<file path="src/rtl/alu_arbiter.sv">
// alu_arbiter: round-robin sharing of one execute-stage ALU between two requesters.
// Operands are registered toward the ALU, and the result is held until the owner accepts it.
module alu_arbiter #(
   parameter int DATA_W = 32
) (
   input  logic              clk,
   input  logic              rst_n,
   input  logic [1:0]        req_valid,
   output logic [1:0]        req_ready,
   input  logic [DATA_W-1:0] req0_op1,
   input  logic [DATA_W-1:0] req0_op2,
   input  logic [3:0]        req0_operation,
   input  logic [4:0]        req0_shamt,
   input  logic [DATA_W-1:0] req1_op1,
   input  logic [DATA_W-1:0] req1_op2,
   input  logic [3:0]        req1_operation,
   input  logic [4:0]        req1_shamt,
   output logic [DATA_W-1:0] alu_op1,
   output logic [DATA_W-1:0] alu_op2,
   output logic [3:0]        alu_operation,
   output logic [4:0]        alu_shamt,
   input  logic [DATA_W-1:0] alu_result,
   input  logic              alu_zero,
   input  logic              alu_overflow,
   output logic [1:0]        rsp_valid,
   input  logic [1:0]        rsp_ready,
   output logic [DATA_W-1:0] rsp_result,
   output logic              rsp_zero,
   output logic              rsp_overflow,
   output logic              busy
);
   typedef enum logic [1:0] {IDLE, EXEC, RESP} state_t;
   state_t state, state_nxt;
   logic last_grant, owner, winner, accept, done;
   // On a tie (or no request) the requester not granted last is favoured.
   always_comb begin
      winner    = (req_valid == 2'b01) ? 1'b0 : (req_valid == 2'b10) ? 1'b1 : ~last_grant;
      req_ready = (state == IDLE) ? (winner ? 2'b10 : 2'b01) : 2'b00;
      accept    = (state == IDLE) && req_valid[winner];
      done      = (state == RESP) && rsp_ready[owner];
      state_nxt = state;
      case (state)
         IDLE:    state_nxt = accept ? EXEC : IDLE;
         EXEC:    state_nxt = RESP;
         RESP:    state_nxt = done ? IDLE : RESP;
         default: state_nxt = IDLE;
      endcase
   end
   always_ff @(posedge clk or negedge rst_n) begin
      if (!rst_n) state <= IDLE;
      else        state <= state_nxt;
   end
   always_ff @(posedge clk or negedge rst_n) begin
      if (!rst_n) begin
         last_grant    <= 1'b1;
         owner         <= 1'b0;
         alu_op1       <= '0;
         alu_op2       <= '0;
         alu_operation <= 4'h0;
         alu_shamt     <= '0;
         rsp_valid     <= 2'b00;
         rsp_result    <= '0;
         rsp_zero      <= 1'b0;
         rsp_overflow  <= 1'b0;
         busy          <= 1'b0;
      end else begin
         if (accept) begin
            last_grant    <= winner;
            owner         <= winner;
            alu_op1       <= winner ? req1_op1 : req0_op1;
            alu_op2       <= winner ? req1_op2 : req0_op2;
            alu_operation <= winner ? req1_operation : req0_operation;
            alu_shamt     <= winner ? req1_shamt : req0_shamt;
            busy          <= 1'b1;
         end
         if (state == EXEC) begin
            alu_operation <= 4'h0;
            rsp_result    <= alu_result;
            rsp_zero      <= alu_zero;
            rsp_overflow  <= alu_overflow;
            rsp_valid     <= owner ? 2'b10 : 2'b01;
         end
         if (done) begin
            rsp_valid <= 2'b00;
            busy      <= 1'b0;
         end
      end
   end
endmodule

</file>
<file path="config.mk">
export PLATFORM = sky130hd
export DESIGN_NAME = alu_arbiter
export DESIGN_NICKNAME = d
export VERILOG_FILES = /design/src/rtl/alu_arbiter.sv
export SDC_FILE = /design/constraint.sdc
export NUM_CORES = 1
export LEC_CHECK = 0
export BUFFER_PORTS_ARGS = -buffer_cell sky130_fd_sc_hd__buf_2
export CAP_MARGIN = 20
export CORE_MARGIN = 5
export CORE_UTILIZATION = 45
export DETAILED_ROUTE_END_ITERATION = 10
export HOLD_SLACK_MARGIN = 0.05
export PLACE_DENSITY = 0.81
export SLEW_MARGIN = 20
export SYNTH_ARGS = -nofsm -noshare
export SYNTH_HDL_FRONTEND = slang
export SYNTH_SLANG_ARGS = --single-unit
</file>
<file path="constraint.sdc">
create_clock -name clk -period 1.9 [get_ports clk]
set_input_delay 0.285 -clock clk [delete_from_list [all_inputs] [get_ports clk]]
set_output_delay 0.285 -clock clk [all_outputs]
set_load 0.01 [all_outputs]
</file>
==> flow_metrics.py <==
metrics = {
    "worst_setup_path": {
        "endpoint": "req_ready[1]",
        "crit_type": "flip-flop to output pin",
        "cp-startpoint": "state[0]",
        "crit_required_ns": 1.62,
        "r2r_start": "state[0]",
        "start_kind": "flip-flop",
        "endpoint_kind": "output pin",
        "timing.rr.end": "alu_op1[13]",
        "arrival_ns": 1.49,
        "rrSetupSlack_ns": 0.21,
        "reg2reg_depth": 4,
        "cp_max_fo": 7,
    },
    "yosys": {
        "synth_cell_types": 27,
        "yosysTopAreaCellShare_pct": 49.9,
        "yosysSeqAreaShare_pct": 50.3,
        "synth_edf_count": 0,
        "ys_warn_count": 0,
        "synthArstFlopShare_pct": 100,
        "synthTopCellsByArea": "dfrtp_1 (50%), o2111ai_1 (12%), o311ai_1 (11%), mux2_2 (7.0%), o21ai_0 (5.4%)",
        "synth_area_um2": 5670,
        "synthTopCellsByCount": "dfrtp_1 (113), o2111ai_1 (77), inv_1 (74)",
        "synth_most_common_cell": "dfrtp_1",
        "synth-seq-cells": 114,
        "yosys.area.top_type": "dfrtp_1",
        "synth_fp_nets": 724,
        "syn_inst": 538,
        "synth_area_per_cell_um2": 10.5,
        "synth_flop_cell": "dfrtp_1",
    },
    "placed_design": {
        "dpl_worst_slack_ns": 0.176,
        "globalplace.congestion": 0.831,
        "place_area_um2": 7290,
        "dp_cells": 955,
        "hpwl_mm": 13.4,
        "numPortBuffers": 297,
    },
    "routing": {
        "drt-wirelength-per-cell_um": 20.2,
        "drc_errors": 0,
        "final_antenna_net_count": 0,
        "via_per_inst": 5.85,
        "num_vias": 5783,
        "drt-initial-drc-count": 618,
        "wirelength_mm": 19.9,
        "first_pass_iters": 5,
    },
    "global_routing": {
        "grt_overflow": 0,
        "busiest_layer": "met2",
        "antenna_found_initial": 2,
        "gr-usage-met3_pct": 7.00,
        "met2_usage_pct": 43.8,
        "grt_pass1_wl_mm": 30.4,
        "grt_max_degree": 78,
        "first_global_vias": 5718,
        "grt.total_usage_pct": 26.0,
        "grtUsageMet1_pct": 31.8,
    },
    "cts": {
        "clk_pin_slew_worst_paths_ns": 0.06,
        "clockBufferDepth": 2,
        "cts-buffers-inserted": 17,
        "clock_latency_ns": 0.40,
        "clockRootBuffer": "clkbuf_16",
        "clock-sinks": 114,
        "cts_tree": "yes",
        "ctsHtreeMaxLevel": 4,
    },
    "layout": {
        "nFillCells": 1041,
        "fin_cells": 989,
        "fin_nets": 989,
        "stdcell_area_um2": 7890,
        "area_growth_syn_to_layout_pct": 39.1,
        "drive_above_1_share_pct": 47.3,
        "final_util_pct": 63.3,
    },
    "timing": {
        "worstMarginPinSlew_ns": 0.805,
        "setup_ws_ns": 0.128,
        "hold_violations": 0,
        "finalMaxSlewViolations": 0,
        "holdWs_ns": 0.114,
        "fin_crit_sh_pct": 93.2,
        "timing.final.crit_period_ns": 1.77,
        "setup_viol": 0,
        "rsz0062_at_grt": "false",
        "fin_tns_setup_ns": 0,
        "fmax_mhz": 564,
        "max-slew-margin-rel_pct": 46.2,
        "clock_skew_ns": 0.00952,
    },
    "flow_run": {
        "drv_cap": 0,
    },
    "floorplanning": {
        "initial_core_util_pct": 45.5,
        "pin_count": 298,
        "die_x_um": 122,
        "rows": 41,
        "coreArea_um2": 12500,
        "die_area_um2": 14900,
        "die_h_um": 122,
    },
    "pwr": {
        "vdd_drop_max_uv": 860,
        "powerDensity_nw_per_um2": 1720,
        "p_total_mw": 13.5,
        "total_leakage_power_nw": 3.85,
    },
    "worst_hold_path": {
        "hp-class": "input port to flip-flop",
    },
    "status": {
        "outcome": "finished, final reports clean",
    },
}
per-layer routing:
| layer | vias up | wire, um |
|---|---|---|
| li1 | 2616 | - |
| met1 | 2789 | 7530 |
| met2 | 331 | 10000 |
| met3 | 45 | 1850 |
| met4 | 2 | 551 |
| met5 | - | 7 |
worst min-delay path by stage:
stage | startpoint | to | slack (ns) | depth (start not counted)
5_1_grt | alu_result[28] | rsp_result[28] | 0.10 | 2
6_report | alu_result[13] | rsp_result[13] | 0.11 | 2
3_3_place_gp | rst_n | alu_shamt[2] | 0.33 | 2
2_1_floorplan | rst_n | alu_op1[0] | -0.01 | 0
3_5_place_dp | rst_n | alu_shamt[2] | 0.34 | 2
4_1_cts | alu_result[13] | rsp_result[13] | 0.10 | 2
critical path, cell delays in order (launching register included):
cell and delay (ns):
dfrtp_1 0.43, or2_2 0.38, nor2_1 0.13, buf_2 0.14
cell type report:
class | count | area (um2) | share of cell area, %
sequential | 114 | 2850 | 36.2
multi-input combinational | 279 | 2210 | 28.0
timing repair buffer | 316 | 1730 | 22.0
clock buffer | 22 | 454 | 5.76
inverter | 75 | 282 | 3.57
tap | 172 | 215 | 2.73
clock inverter | 10 | 134 | 1.70
antenna | 1 | 2.50 | 0.0317
cells by family (layout without fill, tap and decap cells):
kind of cell             after synthesis  after routing  share of synthesized area, %
AO/OA/AOI/OAI                        227            227                          30.1
adder cells (fa/ha/maj)                1              1                         0.243
buffers and inverters                145            423                          10.9
flip-flops                           114            114                          50.3
multiplexers                          35             35                          6.95
other                                  0              1                             0
AND/OR/NAND/NOR                       16             16                          1.41
registers in the layout, summed over array words and instances, names as in the netlist:
name	count
rsp_result	32
alu_op2	32
state	2
alu_shamt	5
busy	1
alu_op1	32
last_grant	1
rsp_overflow	1
rsp_zero	1
alu_operation	4
owner	1
rsp_valid	2
placed cells by master, fill, tap and decap left out, types with 2 or more instances in the layout:
master      synthesis  routed
buf_2              13     296
dfrtp_1           113     113
o2111ai_1          77      77
inv_1              74      74
o311ai_1           69      69
o21ai_0            61      61
mux2_2             35      35
clkbuf_16           0      17
buf_4               0      11
o21ai_1            10      10
nand2_1             8       8
buf_12              0       8
o211ai_1            4       4
clkinv_2            0       4
clkbuf_1           44       4
bufinv_16           0       3
nor2_4              1       2
o22ai_1             2       2
clkinvlp_4          0       2
where the power goes:
group | switching [mW] | internal, mW
Clock | 1.11 | 2.09
Combinational | 3.53 | 2.49
Sequential | 0.664 | 3.65
repair_timing:
action | in CTS | in global routing
buffers inserted | 0 | 0
endpoints found under the hold margin | 113 | 0
hold buffers | 1 | 0
gates resized for setup | 0 | 0
Note: power is estimated with default switching activity, not from simulation.
